$ cat src/rtl/grid_vga_renderer.sv
// 640x480@60 VGA renderer for a 16x16 occupancy board. The board image is taken
// from a shadow copy of grid_in latched once per frame, at the start of vertical blanking.
module grid_vga_renderer #(
    parameter int CELL_PX      = 24,
    parameter int ORIGIN_X     = 128,
    parameter int ORIGIN_Y     = 48,
    parameter int H_VISIBLE    = 640,
    parameter int H_SYNC_START = 656,
    parameter int H_SYNC_END   = 752,
    parameter int H_TOTAL      = 800,
    parameter int V_VISIBLE    = 480,
    parameter int V_SYNC_START = 490,
    parameter int V_SYNC_END   = 492,
    parameter int V_TOTAL      = 525
) (
    input  logic         clk,
    input  logic         reset,
    input  logic         enable,
    input  logic [255:0] grid_in,
    output logic         hsync,
    output logic         vsync,
    output logic [3:0]   vga_r,
    output logic [3:0]   vga_g,
    output logic [3:0]   vga_b,
    output logic         frame_start
);
    localparam int PXW = (CELL_PX > 1) ? $clog2(CELL_PX) : 1;
    localparam logic [PXW-1:0] PX_LAST = PXW'(CELL_PX - 1);
    localparam logic [9:0] H_LAST = 10'(H_TOTAL - 1);
    localparam logic [9:0] V_LAST = 10'(V_TOTAL - 1);
    localparam logic [9:0] H_VIS  = 10'(H_VISIBLE);
    localparam logic [9:0] V_VIS  = 10'(V_VISIBLE);
    localparam logic [9:0] HS0    = 10'(H_SYNC_START);
    localparam logic [9:0] HS1    = 10'(H_SYNC_END);
    localparam logic [9:0] VS0    = 10'(V_SYNC_START);
    localparam logic [9:0] VS1    = 10'(V_SYNC_END);
    localparam logic [9:0] BX0    = 10'(ORIGIN_X);
    localparam logic [9:0] BX1    = 10'(ORIGIN_X + 16 * CELL_PX);
    localparam logic [9:0] BY0    = 10'(ORIGIN_Y);
    localparam logic [9:0] BY1    = 10'(ORIGIN_Y + 16 * CELL_PX);

    logic [1:0]     div_q, div_d;
    logic [9:0]     hcount_q, hcount_d, vcount_q, vcount_d;
    logic [PXW-1:0] px_off_q, px_off_d, py_off_q, py_off_d;
    logic [3:0]     col_q, col_d, row_q, row_d;
    logic [255:0]   shadow_q, shadow_d;
    logic           hsync_q, hsync_d, vsync_q, vsync_d;
    logic           frame_start_q, frame_start_d;
    logic [11:0]    rgb_q, rgb_d;

    logic        pix_en, h_wrap, in_board_x, in_board_y, active, capture;
    logic [11:0] pixel_rgb;

    always_comb begin
        pix_en     = enable && (div_q == 2'd3);
        h_wrap     = (hcount_q == H_LAST);
        in_board_x = (hcount_q >= BX0) && (hcount_q < BX1);
        in_board_y = (vcount_q >= BY0) && (vcount_q < BY1);
        active     = (hcount_q < H_VIS) && (vcount_q < V_VIS);
        capture    = pix_en && (hcount_q == '0) && (vcount_q == V_VIS);

        if (!active || !in_board_x || !in_board_y) begin
            pixel_rgb = 12'h000;
        end else if ((px_off_q == '0) || (py_off_q == '0)) begin
            pixel_rgb = 12'h333;
        end else if (shadow_q[{col_q, row_q}]) begin
            pixel_rgb = 12'h0F0;
        end else begin
            pixel_rgb = 12'h111;
        end
    end

    // Cell counters track the pixel currently addressed by hcount/vcount; col/row
    // saturate at 15 so the trailing edge of the board can never index past the grid.
    always_comb begin
        div_d         = enable ? (div_q + 2'd1) : div_q;
        hcount_d      = hcount_q;
        vcount_d      = vcount_q;
        px_off_d      = px_off_q;
        py_off_d      = py_off_q;
        col_d         = col_q;
        row_d         = row_q;
        shadow_d      = shadow_q;
        hsync_d       = hsync_q;
        vsync_d       = vsync_q;
        rgb_d         = rgb_q;
        frame_start_d = enable ? capture : frame_start_q;

        if (pix_en) begin
            hcount_d = h_wrap ? '0 : (hcount_q + 10'd1);
            if (h_wrap) begin
                px_off_d = '0;
                col_d    = '0;
                vcount_d = (vcount_q == V_LAST) ? '0 : (vcount_q + 10'd1);
                if (vcount_q == V_LAST) begin
                    py_off_d = '0;
                    row_d    = '0;
                end else if (in_board_y) begin
                    if (py_off_q == PX_LAST) begin
                        py_off_d = '0;
                        if (row_q != 4'd15) row_d = row_q + 4'd1;
                    end else begin
                        py_off_d = py_off_q + PXW'(1);
                    end
                end
            end else if (in_board_x) begin
                if (px_off_q == PX_LAST) begin
                    px_off_d = '0;
                    if (col_q != 4'd15) col_d = col_q + 4'd1;
                end else begin
                    px_off_d = px_off_q + PXW'(1);
                end
            end
            hsync_d = !((hcount_q >= HS0) && (hcount_q < HS1));
            vsync_d = !((vcount_q >= VS0) && (vcount_q < VS1));
            rgb_d   = pixel_rgb;
        end

        if (capture) shadow_d = grid_in;
    end

    always_ff @(posedge clk or negedge reset) begin
        if (!reset) begin
            div_q         <= '0;
            hcount_q      <= '0;
            vcount_q      <= '0;
            px_off_q      <= '0;
            py_off_q      <= '0;
            col_q         <= '0;
            row_q         <= '0;
            shadow_q      <= '0;
            hsync_q       <= 1'b1;
            vsync_q       <= 1'b1;
            rgb_q         <= '0;
            frame_start_q <= 1'b0;
        end else begin
            div_q         <= div_d;
            hcount_q      <= hcount_d;
            vcount_q      <= vcount_d;
            px_off_q      <= px_off_d;
            py_off_q      <= py_off_d;
            col_q         <= col_d;
            row_q         <= row_d;
            shadow_q      <= shadow_d;
            hsync_q       <= hsync_d;
            vsync_q       <= vsync_d;
            rgb_q         <= rgb_d;
            frame_start_q <= frame_start_d;
        end
    end

    assign hsync       = hsync_q;
    assign vsync       = vsync_q;
    assign vga_r       = rgb_q[11:8];
    assign vga_g       = rgb_q[7:4];
    assign vga_b       = rgb_q[3:0];
    assign frame_start = frame_start_q;
endmodule

$ cat config.mk
export PLATFORM = sky130hd
export DESIGN_NAME = grid_vga_renderer
export DESIGN_NICKNAME = d
export VERILOG_FILES = /design/src/rtl/grid_vga_renderer.sv
export SDC_FILE = /design/constraint.sdc
export NUM_CORES = 1
export LEC_CHECK = 0
export BUFFER_PORTS_ARGS = -buffer_cell sky130_fd_sc_hd__buf_2
export CORE_MARGIN = 2
export CORE_UTILIZATION = 42
export DETAILED_ROUTE_END_ITERATION = 10
export PLACE_DENSITY = 0.67
export SLEW_MARGIN = 0
export SYNTH_ARGS = -nofsm -noshare
export SYNTH_HDL_FRONTEND = slang
export SYNTH_SLANG_ARGS = --single-unit
$ cat constraint.sdc
create_clock -name clk -period 2.7 [get_ports clk]
set_input_delay 0.54 -clock clk [delete_from_list [all_inputs] [get_ports clk]]
set_output_delay 0.54 -clock clk [all_outputs]
set_load 0.05 [all_outputs]
### Word-level counts from Yosys, hierarchy flattened

Cells that the tools add are included.

| cells by class | value |
|---|---|
| add/sub/neg operators | 7 |
| mux-type cells | 21 |
| reduce and logical (&&, ||, !) cells | 30 |
| equal/unequal tests | 8 |
| magnitude comparators | 11 |

Operators with widths:

| cell | count |
|---|---|
| two-way mux 4 bit | 8 |
| < comparator 10 bit, second input constant | 3 |
| < comparator 10 x 9 -> 1 bit, second input constant | 3 |
| two-way mux 10 bit | 3 |
| two-way mux 5 bit | 6 |
| adder 10 x 1 -> 10 bit, second input constant | 2 |
| equality test 10 bit, second input constant | 2 |
| two-way mux 12 bit | 1 |
| nonzero test 2 bit | 6 |
| adder 5 x 1 -> 5 bit, second input constant | 2 |
| equality test 10 x 9 -> 1 bit, second input constant | 1 |
| equality test 5 bit, second input constant | 2 |
| greater-or-equal comparator 10 bit, second input constant | 1 |
| greater-or-equal comparator 10 x 6 -> 1 bit, second input constant | 1 |
| greater-or-equal comparator 10 x 8 -> 1 bit, second input constant | 1 |
| greater-or-equal comparator 10 x 9 -> 1 bit, second input constant | 1 |
| zero test 10 bit | 1 |
| zero test 5 bit | 2 |
| < comparator 8 x 9 -> 1 bit, second input constant | 1 |
| two-way mux 9 bit | 1 |
| adder 4 x 1 -> 4 bit, second input constant | 2 |
| binary-select mux 1 bit (select 8 bit) | 1 |
| logical AND 1 bit | 8 |
| != test 4 bit, second input constant | 2 |
| 9 further kinds | 16 |

| storage, ports and cells | value |
|---|---|
| output and inout port bits | 15 |
| flip-flop bits (word level) | 311 |

### Longest topological paths before layout

| depth | value |
|---|---|
| depth in word-level cells | 6 |
| mapped depth | 10 |
| gate-level depth less buffers | 9 |

### Worst setup path before layout

Ideal clock, no wire load.

| timing path | value |
|---|---|
| kind | input port to flip-flop |
| start | input enable |
| end | register row_q[3] |
| path buffers | 1 |
| cell stages on the path | 8 |
| slack | 0.471 ns |
| data required time | 2.628 ns |
| setup time | 0.072 ns |
| arrival time | 2.157 ns |
| path through | clkbuf_1 -> nand3_1 -> nor4_4 -> o21ai_2 -> nor3_4 -> nand4_1 -> xor2_1 -> nor2_1 |

| between the ends | value |
|---|---|
| word-level cells in the longest chain between the ends | 2 |

RTL lines:

| what | RTL line | RTL |
|---|---|---|
| start, declared | 18 | `input logic enable,` |
| logical AND 1 bit | 55 | `pix_en = enable && (div_q == 2'd3);` |
| AND reduction 5 bit (no line) | n/a |  |
| end signal, assigned | 143 | `row_q <= row_d;` |
| end, declared | 45 | `logic [3:0] col_q, col_d, row_q, row_d;` |

No other way between the ends.
A chain may end at the register's enable or synchronous reset.

### Final worst setup path

| timing path | value |
|---|---|
| start | register row_q[0] |
| end | register rgb_q[8] |

| between the ends | value |
|---|---|
| word-level cells in the longest chain between the ends | 5 |

RTL lines:

| what | RTL line | RTL |
|---|---|---|
| binary-select mux 1 bit (select 8 bit) | 66 | `end else if (shadow_q[{col_q, row_q}]) begin` |
| two-way mux 1 bit (implied by the code) | 66 |  |
| two-way mux 9 bit | 66 |  |
| two-way mux 10 bit | 64 | `end else if ((px_off_q == '0) \|\| (py_off_q == '0)) begin` |
| two-way mux 12 bit | 62 | `if (!active \|\| !in_board_x \|\| !in_board_y) begin` |
| end signal, assigned | 147 | `rgb_q <= rgb_d;` |
| end, declared | 49 | `logic [11:0] rgb_q, rgb_d;` |

No other way between the ends. The select of a mux whose other input is x is not followed.

==> metrics.md <==
| Metric | Value |
|---|---|
| Worst Reg-to-Reg Cells | `7` |
| Slew headroom | `0.6011` |
| Core Util, Final | `0.5224` |
| Crit Reg-Reg Startpoint | `row_q[0]` |
| Outcome | `complete, but fails checks` |
| Endpoints failing hold | `6` |
| Worst-path maximum fanout | `17` |
| Drt pass-1 iters | `5` |
| Pins Over Slew Limit | `0` |
| GR Util met3 | `0.04526` |
| Post-route setup TNS | `0 ps` |
| CP Data Required Time | `3140 ps` |
| Failing checks | `hold timing` |
| RSZ-0062 raised after global routing | `false` |
| Core ar. | `33450 µm²` |
| Number of buffers and inverters on the critical path | `1` |
| Post-Syn Instances | `1009` |
| Actual slew at the worst max-slew pin | `598.4 ps` |
| Maximum vdd drop | `560.9 µV` |
| Largest net degree at the start of global routing | `94` |
| HPWL after DPL | `27000 µm` |
| Net count, final | `1558` |
| Total GRT Usage | `0.2075` |
| Mapped cell area | `14250 µm²` |
| # hold bufs at CTS | `0` |
| Die ar. | `35420 µm²` |
| Vias in the first global route | `9817` |
| Final WL | `36010 µm` |
| Synth unique cells | `72` |
| Global-route wire length before repair | `56840 µm` |
| Worst-path clk slew | `60 ps` |
| #FFs+latches synth | `304` |
| Final min period | `2621 ps` |
| Dominant synthesized flop cell | `dfrtp_1` |
| Initial Util | `0.4260` |
| Max stage delay on crit path | `510 ps` |
| Cell Pwr Density | `581.3 nW/µm²` |
| Most Crowded Layer GR | `met2` |
| Cell Chain, Critical Path | `buf_12 > mux4_2 > mux4_2 > mux2i_1 > nand2_1 > a21oi_2 > a221o_1` |
| Clk buf depth | `3` |
| Startpoint Class | `flop` |
| CTS tree | `built` |
| Clock latency on the worst-skew pair | `520 ps` |
| Crit path max-delay family | `multiplexers` |
| Synthesized area per cell | `14.12 µm²` |
| Met2 Track Usage GR | `0.3293` |
| Total grt overflow | `0` |
| Worst hold path type | `input port to asynchronous set/reset pin` |
| CP max stage cell | `mux4_2` |
| Max Cap Viol | `0` |
| Post-route worst setup slack | `79.28 ps` |
| Place WS | `95.78 ps` |
| Sequential area share after synthesis | `0.5341` |
| Vias | `9370` |
| Die X | `188.2 µm` |
| Initial antenna violation count | `11` |
| Vias per cell | `5.303` |
| CP Capture Type | `flop` |
| Number of port buffers | `269` |
| Pleak | `0.008958 µW` |
| CTS H-tree depth | `2` |
| FF-to-FF End | `rgb_q[8]` |
| Row count | `67` |
| Maximum clock frequency | `0.3816 GHz` |
| Ports | `274` |
| WP depth | `7` |
| Worst hold slack | `-24.99 ps` |
| FFs w/ async S/R, synth | `1.000` |
| Post-synth EDFFs | `0` |
| WL/cell | `20.38 µm` |
| Most frequent cells in the layout | `dfrtp_1 (299), buf_2 (268), mux2_1 (237)` |
| Warnings from Yosys | `0` |
| Final Cycle Share | `0.9706` |
| Num Clock Sinks | `304` |
| Initial DRC Count | `496` |
| Share of cells above drive strength 1 | `0.3539` |
| Layout area overhead | `22.64%` |
| Clock Skews | `24.51 ps` |
| Reg2reg setup slack | `80 ps` |
| Number of buffers created by CTS | `35` |
| WS Path Type | `flop to flop` |
| Most common cell after layout, fill and taps aside | `dfrtp_1` |
| Die height | `188.2 µm` |
| Most frequent CP cell | `mux4_2` |
| Met1 Usage GRT | `0.2887` |
| Fill count | `2839` |
| Drt drc | `0` |
| Critical path data arrival time | `3060 ps` |
| Final ANT Viol Nets | `0` |
| Clock Tree Root | `clkbuf_16` |
| Final setup viols | `0` |
| Routability cong. | `0.8294` |
worst reg2reg max path, stage by stage, from the launching register on:
cell and delay (ps):
dfrtp_4 450, buf_12 190, mux4_2 520, mux4_2 480, mux2i_1 330, nand2_1 120
a21oi_2 270, a221o_1 190
power breakdown:
part / leakage (µW) / internal [µW] / total (µW) / switching (µW)
clock: 0.000588 / 3020 / 4900 / 1880
combinational: 0.00417 / 239 / 578 / 339
sequential: 0.00420 / 4630 / 4680 / 55.9
cells in the mapped netlist (3+ instances only):
master	number	share of area
nor4_1	3	0.0013
a21o_1	3	0.0016
and2_1	5	0.0022
nor2_1	27	0.0071
o31ai_1	4	0.0021
nand2_1	48	0.013
mux2_1	237	0.19
nor2b_1	7	0.0031
xnor2_1	6	0.0037
o22ai_1	3	0.0013
nand4_1	8	0.0035
mux2_2	27	0.021
clkbuf_1	17	0.0045
o21ai_1	4	0.0014
ha_1	11	0.0097
nand3_1	32	0.011
a21oi_1	10	0.0035
a22oi_1	8	0.0042
buf_6	5	0.0040
dfrtp_1	302	0.53
xor2_1	9	0.0055
nand3b_1	3	0.0016
a31oi_1	5	0.0022
o21ai_0	29	0.010
mux4_2	59	0.093
mux2i_1	15	0.011
buf_4	9	0.0047
nand2b_1	3	0.0013
inv_1	13	0.0034
and3_1	7	0.0031
buf_2	34	0.012
nor3_1	11	0.0039
logic make-up after synthesis:
group / share of synthesized area
and+or+nand+nor: 0.06244
adders and majority gates: 0.009659
other: 0.0002632
muxes: 0.3124
AOI/OAI and AO/OA: 0.04013
xor gates and xnor gates: 0.009221
DFF: 0.5341
buffers and inverters: 0.03179
worst max path at each step:
stage / from / slack, ps / end
floorplan: enable / 470 / row_q[3]
global placement: row_q[0] / 160 / rgb_q[8]
detailed placement: row_q[0] / 100 / rgb_q[8]
CTS: row_q[0] / 70 / rgb_q[8]
global route: row_q[0] / 0.6 / rgb_q[8]
finish: row_q[0] / 80 / rgb_q[8]
metrics by stage:
stage                     instances  instance area [µm²]  power [µW]
after floorplan                1012                14260        4963
after global placement         1698                16240        5343
after detailed placement       1698                16240        5349
after CTS                      1758                17440       10250
after global routing           1764                17470       10530
final                          1767                17470       10160
metal layers:
metal | part of all wire | up-vias
met5 | 0.0012 | -
met4 | 0.026 | 8
met3 | 0.061 | 60
met2 | 0.46 | 289
met1 | 0.45 | 4730
li1 | - | 4283
state kept, by name, indices dropped and copies added (netlist names):
register,flops
col_q,4
div_q,2
py_off_q,5
hsync,1
rgb_q,5
vcount_q,10
px_off_q,5
row_q,4
shadow_q,256
hcount_q,10
vsync,1
frame_start,1
repair_timing:
| action | 4_1_cts | 5_1_grt |
|---|---|---|
| endpoints found under the hold margin | 0 | 0 |
| endpoints found under the setup margin | 0 | 3 |
| gates resized for setup | 0 | 1 |
| buffers inserted | 0 | 1 |
final cells by class:
type | instances | area (µm²) | area share
clock inverters | 12 | 181.4 | 0.01038
inverters | 15 | 56.30 | 0.003222
flip-flops and latches | 304 | 7619 | 0.4360
diodes | 8 | 20.02 | 0.001146
clock buffers | 48 | 1016 | 0.05814
well taps | 448 | 560.5 | 0.03208
multi-input cells | 625 | 6201 | 0.3549
repair buffers | 307 | 1821 | 0.1042
(Power assumes the default switching activity.)
